## config.mk

```make
export PLATFORM = sky130hd
export DESIGN_NAME = execute_load_store_return
export DESIGN_NICKNAME = d
export VERILOG_FILES = /design/src/rtl/execute_load_store_return.sv
export SDC_FILE = /design/constraint.sdc
export NUM_CORES = 1
export LEC_CHECK = 0
export ABC_CLOCK_PERIOD_IN_PS = 5600
export CAP_MARGIN = 20
export CORE_ASPECT_RATIO = 0.7
export CORE_MARGIN = 2
export CORE_UTILIZATION = 40
export DETAILED_ROUTE_END_ITERATION = 6
export GPL_ROUTABILITY_DRIVEN = 0
export GPL_TIMING_DRIVEN = 0
export HOLD_SLACK_MARGIN = 0.03
export PLACE_DENSITY = 0.82
export SKIP_LAST_GASP = 1
export SLEW_MARGIN = 20
export SYNTH_ARGS = -nofsm -noshare
export SYNTH_HDL_FRONTEND = slang
export SYNTH_SLANG_ARGS = --single-unit
```

## constraint.sdc

```tcl
create_clock -name iCLOCK -period 5.6 [get_ports iCLOCK]
set_input_delay 1.4 -clock iCLOCK [delete_from_list [all_inputs] [get_ports iCLOCK]]
set_output_delay 1.4 -clock iCLOCK [all_outputs]
set_load 0.02 [all_outputs]
```

## src/rtl/execute_load_store_return.sv

```systemverilog
// execute_load_store_return
//   Memory-side half of the execute LDST path. Requests from execute go
//   straight to the data-memory port. Each accepted request is recorded in an
//   in-order FIFO. Responses pop the FIFO head. Load data is lane-aligned and
//   zero-extended, then registered for writeback.
// Ports
//   iCLOCK, iRESET_SYNC         clock, synchronous active-high reset
//   iREQ_*  / oREQ_BUSY         request from execute (rw, addr, data, order, shift, mask)
//   oMEM_*  / iMEM_BUSY         request strobe to data memory (word address, BE)
//   iMEM_VALID, iMEM_DATA       in-order responses, one per request
//   oWB_VALID/DATA/MISALIGN     registered load result (1-cycle pulse)
//   oIDLE                       nothing outstanding, no writeback pending
//   oPROTOCOL_ERR               sticky: response arrived with nothing outstanding
module execute_load_store_return #(
  parameter int P_DEPTH   = 4,
  parameter int P_DEPTH_N = 2
)(
  input  logic        iCLOCK,
  input  logic        iRESET_SYNC,
  input  logic        iREQ_VALID,
  output logic        oREQ_BUSY,
  input  logic        iREQ_RW,
  input  logic [31:0] iREQ_ADDR,
  input  logic [31:0] iREQ_DATA,
  input  logic [1:0]  iREQ_ORDER,
  input  logic [1:0]  iREQ_SHIFT,
  input  logic [3:0]  iREQ_MASK,
  output logic        oMEM_REQ,
  input  logic        iMEM_BUSY,
  output logic        oMEM_RW,
  output logic [31:0] oMEM_ADDR,
  output logic [31:0] oMEM_DATA,
  output logic [3:0]  oMEM_BE,
  input  logic        iMEM_VALID,
  input  logic [31:0] iMEM_DATA,
  output logic        oWB_VALID,
  output logic [31:0] oWB_DATA,
  output logic        oWB_MISALIGN,
  output logic        oIDLE,
  output logic        oPROTOCOL_ERR
);

  typedef struct packed {
    logic       rw;
    logic [1:0] order;
    logic [1:0] shift;
    logic [3:0] mask;
  } ldst_ent_t;

  localparam logic [P_DEPTH_N:0] L_FULL = (P_DEPTH_N+1)'(P_DEPTH);

  ldst_ent_t              fifo [P_DEPTH];
  ldst_ent_t              head;
  logic [P_DEPTH_N-1:0]   wr_ptr, rd_ptr;
  logic [P_DEPTH_N:0]     count;
  logic                   full, accept, pop;
  logic [31:0]            wb_data_nxt;
  logic                   wb_mis_nxt;

  // byte offset is implied by the BE/shift fields; only the word address goes out
  logic unused_addr_lo;
  assign unused_addr_lo = ^iREQ_ADDR[1:0];

  // request path
  assign full      = (count == L_FULL);
  assign oREQ_BUSY = iMEM_BUSY | full | iRESET_SYNC;
  assign oMEM_REQ  = iREQ_VALID & ~full & ~iRESET_SYNC;
  assign accept    = iREQ_VALID & ~oREQ_BUSY;
  assign oMEM_RW   = iREQ_RW;
  assign oMEM_ADDR = {iREQ_ADDR[31:2], 2'b00};
  assign oMEM_DATA = iREQ_DATA;
  assign oMEM_BE   = iREQ_RW ? iREQ_MASK : 4'hF;

  // a response with nothing outstanding is flagged, never popped
  assign pop  = iMEM_VALID & (count != '0);
  assign head = fifo[rd_ptr];

  // lane alignment of the returning word for the head entry
  always_comb begin
    wb_data_nxt = '0;
    wb_mis_nxt  = 1'b0;
    if (head.mask == 4'b0000 || head.order == 2'd3) begin
      wb_mis_nxt = 1'b1;
    end else begin
      case (head.order)
        2'd0:    wb_data_nxt = {24'h0, iMEM_DATA[{head.shift, 3'b000} +: 8]};
        2'd1:    wb_data_nxt = {16'h0, iMEM_DATA[{head.shift[1], 4'b0000} +: 16]};
        default: wb_data_nxt = iMEM_DATA;
      endcase
    end
  end

  // entry storage needs no reset; pointers/count qualify it
  always_ff @(posedge iCLOCK) begin
    if (accept)
      fifo[wr_ptr] <= '{rw: iREQ_RW, order: iREQ_ORDER, shift: iREQ_SHIFT, mask: iREQ_MASK};
  end

  always_ff @(posedge iCLOCK) begin
    if (iRESET_SYNC) begin
      wr_ptr        <= '0;
      rd_ptr        <= '0;
      count         <= '0;
      oWB_VALID     <= 1'b0;
      oWB_DATA      <= '0;
      oWB_MISALIGN  <= 1'b0;
      oPROTOCOL_ERR <= 1'b0;
    end else begin
      if (accept) wr_ptr <= wr_ptr + 1'b1;
      if (pop)    rd_ptr <= rd_ptr + 1'b1;
      case ({accept, pop})
        2'b10:   count <= count + 1'b1;
        2'b01:   count <= count - 1'b1;
        default: count <= count;
      endcase
      if (iMEM_VALID && count == '0) oPROTOCOL_ERR <= 1'b1;
      // stores retire silently; data holds when no load result is written
      oWB_VALID <= pop & ~head.rw;
      if (pop && !head.rw) begin
        oWB_DATA     <= wb_data_nxt;
        oWB_MISALIGN <= wb_mis_nxt;
      end
    end
  end

  assign oIDLE = (count == '0) & ~oWB_VALID;

endmodule
```

Yosys cells after proc, flatten, opt, wreduce, memory -nomap -nowiden
Memories as Yosys holds them, arrays and structs flattened. A register that Yosys moved wholly into a read port is not among the register bits. Cells that the tools add are included.

Output and inout bits: 107. Bits in writable memories: 36. Flip-flop bits (word level): 42. Input bits: 110. Memories kept: 1. Logic and storage cells: 50.

Equal/unequal tests: 5. Add/subtract/negate cells: 4. Bitwise gates (word level): 13. Multiplexer cells: 9. Shifts and indexed selects: 2. Reduce and logical (&&, ||, !) cells: 9.

Memories: fifo (depth 4, bits a word 9, read ports 1, clocked after memory_dff 1, write ports 1, RTL line 52) `ldst_ent_t fifo [P_DEPTH];`.

Operators by type and width (count): 32-bit one-hot mux with 2 select lines (1); 32-bit 2-to-1 mux (1); 32-bit by 6-bit indexed part select with 16-bit output (1); 32-bit by 6-bit indexed part select with 8-bit output (1); 1-bit AND (6); 3-bit one-hot mux with 2 select lines (1); 1-bit NOT (5); 2-bit by 1-bit adder with 2-bit output, second input constant (2); 2-bit by 1-bit equality test with 1-bit output, second input constant (2); 2-bit equality test, second input constant (2); 4-bit logical NOT (1); 2-bit 2-to-1 mux (2); 4-bit 2-to-1 mux (1); 3-bit by 1-bit adder with 3-bit output, second input constant (1); 3-bit equality test, second input constant (1); 3-bit logical NOT (1); 1-bit 2-to-1 mux (3); 3-bit nonzero test (1); 3-bit by 1-bit subtractor with 3-bit output, second input constant (1); 1-bit logical AND (2); 2-bit logical NOT (1); 1-bit OR (2); 2-bit nonzero test (1); 1-bit logical NOT (1); 1-bit logical OR (1).

Longest topological paths before layout
Depth after elaboration: 7. Gate-level depth with buffers: 10. Depth with buffers taken out: 10.

Worst setup path after synthesis
No wires, ideal clock.

Path kind: input port to output port. Start: input iRESET_SYNC. End: output oREQ_BUSY. Path slack: 2047 ps. Buffers on the path: 1. Stages: 3. Data required time: 4200 ps. Arrival: 2153 ps. Cells stage by stage: clkbuf_1 -> a211oi_1 -> inv_1.

Cells in the longest elaborated chain, start to end: 1.

Ends and longest elaborated chain: from (decl) (RTL line 19) `input logic iRESET_SYNC,`; 1-bit OR (RTL line 66) `assign oREQ_BUSY = iMEM_BUSY | full | iRESET_SYNC;`; to (decl) (RTL line 21) `output logic oREQ_BUSY,`.

Every way passes these cells.

Final worst setup path
Ends and elaborated chain as after synthesis.

==> reports/qor_table.md <==
| Parameter | This run | Unit |
|---|---|---|
| Upper clock frequency limit | 210.9 | MHz |
| Transition at the pin with the smallest max-transition slack | 592.3 | ps |
| Largest cells by area after synthesis | sky130_fd_sc_hd__edfxtp_1, sky130_fd_sc_hd__dfxtp_1, sky130_fd_sc_hd__buf_4 | - |
| Maximum single-stage delay on the critical path | 550 | ps |
| Total I/O pin count | 217 | - |
| Multiplexer area fraction after synthesis | 0.05975 | - |
| Headroom to the max-slew limit | 0.6051 | - |
| Average cell area after synthesis | 11.30 | µm² |
| Power per Cell Area | 310.6 | nW/µm² |
| Number of antenna cells inserted | 0 | - |
| Largest net degree at the start of global routing | 15 | - |
| Number of buffers created by CTS | 9 | - |
| Area grow syn2layout | 50.13 | % |
| Post-route DRC violation count | 0 | - |
| Nature of the critical path startpoint | primary input | - |
| Endpoint class of the critical path | output port | - |
| Top-count cell post-synth | sky130_fd_sc_hd__buf_4 | - |
| Post-synthesis adder-cell area fraction | 0.02075 | - |
| Remaining Overflow, GRT | 0 | - |
| Initial Utilization | 0.4109 | - |
| Cells traversed along the worst timing path | clkdlybuf4s50_1 -> clkbuf_1 -> a211oi_1 -> inv_1 -> clkdlybuf4s50_1 | - |
| Worst path slowest cell | sky130_fd_sc_hd__a211oi_1 | - |
| Simple-gate share of the synthesized area | 0.1192 | - |
| Worst hold margin | 450.3 | ps |
| Yosys warns | 0 | - |
| Number of port buffers | 150 | - |
| Library cell used as clock root buffer | sky130_fd_sc_hd__clkbuf_16 | - |
| Worst-case vdd ir drop | 0.2215 | mV |
| Worst Path Arrival | 3340 | ps |
| CTS Buffer Depth | 2 | - |
| Number of cells upsized or downsized after cts | 0 | - |
| Final critical delay including setup and external delays | 4741 | ps |
| Gate count after technology mapping | 352 | - |
| Cell row count | 30 | - |
| Crit Path Class | primary input to output port | - |
| Layout cells sized above 1 | 0.2466 | - |
| Post-Route WL | 10,890 | µm |
| Initial antenna violation count | 0 | - |
| Total Die Area | 10,770 | µm² |
| Main combinational cell family by area after synthesis | buffers and inverters | - |
| Leak | 2.232 | nW |
| Dominant cell type by area after synthesis | sky130_fd_sc_hd__edfxtp_1 | - |
| Outcome | complete, no violations | - |
| Count of routing violations after the opening detailed-route iteration | 186 | - |
| Synth top area share | 0.2717 | - |
| Count of filler cells inserted in the layout | 790 | - |
| Number of synthesized register bits | 80 | - |
| Portion of the post-synthesis area used by sequential elements | 0.4931 | - |
| Period utilisation layout | 0.8466 | - |
| Total power | 0.001855 | W |
| Routed len/inst | 16.84 | µm |
| Vertical extent of the die | 87.45 | µm |
| Sum of negative setup slack | 0 | ps |
| Combined area of all synthesized cells | 3979 | µm² |
| Core Footprint | 9684 | µm² |
| Worst-skew pair later-pin latency | 340 | ps |
| Cts-stage hold buffer count | 0 | - |
| Proportion of synthesized flip-flops having asynchronous set or reset | 0 | - |
| Clock tree from TritonCTS | yes | - |
| All-Layer GR Usage | 0.2029 | - |
| HPWL reported at the end of detailed placement | 8495 | µm |
| Count of clock tree sinks | 80 | - |
| Setup-failing EPs final | 0 | - |
| Unrepaired setup endpoints after global routing | no | - |
| Setup clock skew after layout | 7.119 | ps |
| Number of global-route vias before repair | 3,099 | - |
| Width of the die | 123.2 | µm |
| Final-report max-slew violation count | 0 | - |
| Number of distinct library cells after synthesis | 47 | - |
| Average vias per placed instance | 4.895 | - |
| Clock-pin slew on the worst setup and hold paths | 60 | ps |
| XOR/XNOR Fraction of Synth Area | 0.01101 | - |
| EDFF count, synth | 36 | - |
| Cell type group with the largest total delay on the critical path | buffers and inverters | - |
| Dominant register cell in the synthesized netlist | sky130_fd_sc_hd__dfxtp_1 | - |
| Pre-Repair DR Iteration Count | 4 | - |
| Count of H-tree levels built during CTS | 3 | - |
| ANT nets after route | 0 | - |
| Most prevalent standard cell on the critical path | sky130_fd_sc_hd__clkdlybuf4s50_1 | - |
| Share of the synthesized area in compound gates (AO/OA/AOI/OAI) | 0.1346 | - |
| Data required time at the worst endpoint | 4200 | ps |
| Path class of the lowest-slack min-delay path | flip-flop to flip-flop | - |
| Global-route wire length before repair | 16,240 | µm |
| Critical path peak fanout | 10 | - |
| Number of buffer and inverter instances along the worst setup path | 4 | - |
| Number of vias in the routed layout | 3,167 | - |
| Leading post-synthesis cells by instance count | sky130_fd_sc_hd__buf_4, sky130_fd_sc_hd__dfxtp_1, sky130_fd_sc_hd__edfxtp_1 | - |
| Number of post-CTS setup repair buffers | 0 | - |
| Max-Cap Viols | 0 | - |
| Hold Fails Final Rpt | 0 | - |
| NumNets Final | 630 | - |
[final cells by class]
cell class	instances	area [µm²]	share of cell area
Sequential cell	80	1962	0.3284
Timing Repair Buffer	150	1501	0.2514
Multi-Input combinational cell	183	1381	0.2313
Buffer	80	601.8	0.1008
Clock buffer	13	281.5	0.04713
Tap cell	128	160.2	0.02681
Clock inverter	3	47.55	0.007960
Inverter	10	37.54	0.006284
[report_power, final]
| part | internal (W) | leakage [nW] | total, W | switching, W |
|---|---|---|---|---|
| Combinational | 0.000272 | 1.39 | 0.000561 | 0.000289 |
| Clock | 0.000398 | 0.161 | 0.000626 | 0.000228 |
| Sequential | 0.000644 | 0.681 | 0.000669 | 0.0000244 |
[cells by family after synthesis]
group	after synthesis
buffers and inverters	90
and+or+nand+nor	91
muxes	17
xor gates and xnor gates	5
other	1
AOI/OAI and AO/OA	62
adders and majority gates	6
DFF	80
[sequential cells by signal (all words and copies together) (netlist names), named ones only]
signal / cells
wr_ptr: 2
oPROTOCOL_ERR: 1
oWB_MISALIGN: 1
fifo: 36
count: 3
oWB_VALID: 1
rd_ptr: 2
oWB_DATA: 32
[layout by cell type, fill, tap and decap left out, types with 3 or more instances in the layout]
cell type	synthesis	routed
sky130_fd_sc_hd__or3_1	9	9
sky130_fd_sc_hd__a22oi_2	11	11
sky130_fd_sc_hd__mux4_2	4	4
sky130_fd_sc_hd__nand2b_1	4	4
sky130_fd_sc_hd__clkdlybuf4s50_1	0	150
sky130_fd_sc_hd__edfxtp_1	36	36
sky130_fd_sc_hd__xor2_1	3	3
sky130_fd_sc_hd__ha_1	5	5
sky130_fd_sc_hd__dfxtp_1	44	44
sky130_fd_sc_hd__clkbuf_16	0	10
sky130_fd_sc_hd__a21oi_1	11	11
sky130_fd_sc_hd__nor2_1	24	24
sky130_fd_sc_hd__clkbuf_1	6	7
sky130_fd_sc_hd__o21ai_1	8	8
sky130_fd_sc_hd__buf_4	66	66
sky130_fd_sc_hd__nor2_2	10	10
sky130_fd_sc_hd__inv_1	10	10
sky130_fd_sc_hd__and3_1	4	4
sky130_fd_sc_hd__mux2i_1	11	11
sky130_fd_sc_hd__buf_6	7	7
sky130_fd_sc_hd__o31ai_1	6	6
sky130_fd_sc_hd__a22oi_1	14	14
sky130_fd_sc_hd__nand2_1	26	26
[layer usage]
layer | track usage | vias to the layer above | part of all wire
li1 | - | 1499 | -
met1 | 0.2495 | 1515 | 0.40
met2 | 0.3387 | 133 | 0.50
met3 | 0.06545 | 20 | 0.074
met4 | 0.06612 | 0 | 0.023
met5 | 0 | - | 0
[per-stage QoR]
stage               setup slack, ps  utilization  instances  cell area [µm²]
floorplan                      2047            -        353             3983
global placement              927.3       0.5828        631             5644
detailed placement            871.6       0.5828        631             5644
CTS                           864.6       0.6168        647             5973
global route                  739.7       0.6168        647             5973
finish                        859.1       0.6168        647             5973
[final timing paths]
kind              cells past startpoint    startpoint  slack (ps)            to
setup / recovery                      5   iRESET_SYNC         860     oREQ_BUSY
hold / removal                        2  oWB_DATA[15]         450  oWB_DATA[15]
setup reg to reg                     10      count[1]        3150      count[2]
hold reg to reg                       2  oWB_DATA[15]         450  oWB_DATA[15]
[worst min-delay path, delay by kind of cell (launching register included)]
kind	cells	cell delay [ps]
flops	1	310
compound gates	1	50
simple gates	1	50
Power figures use the tool's default switching activity.
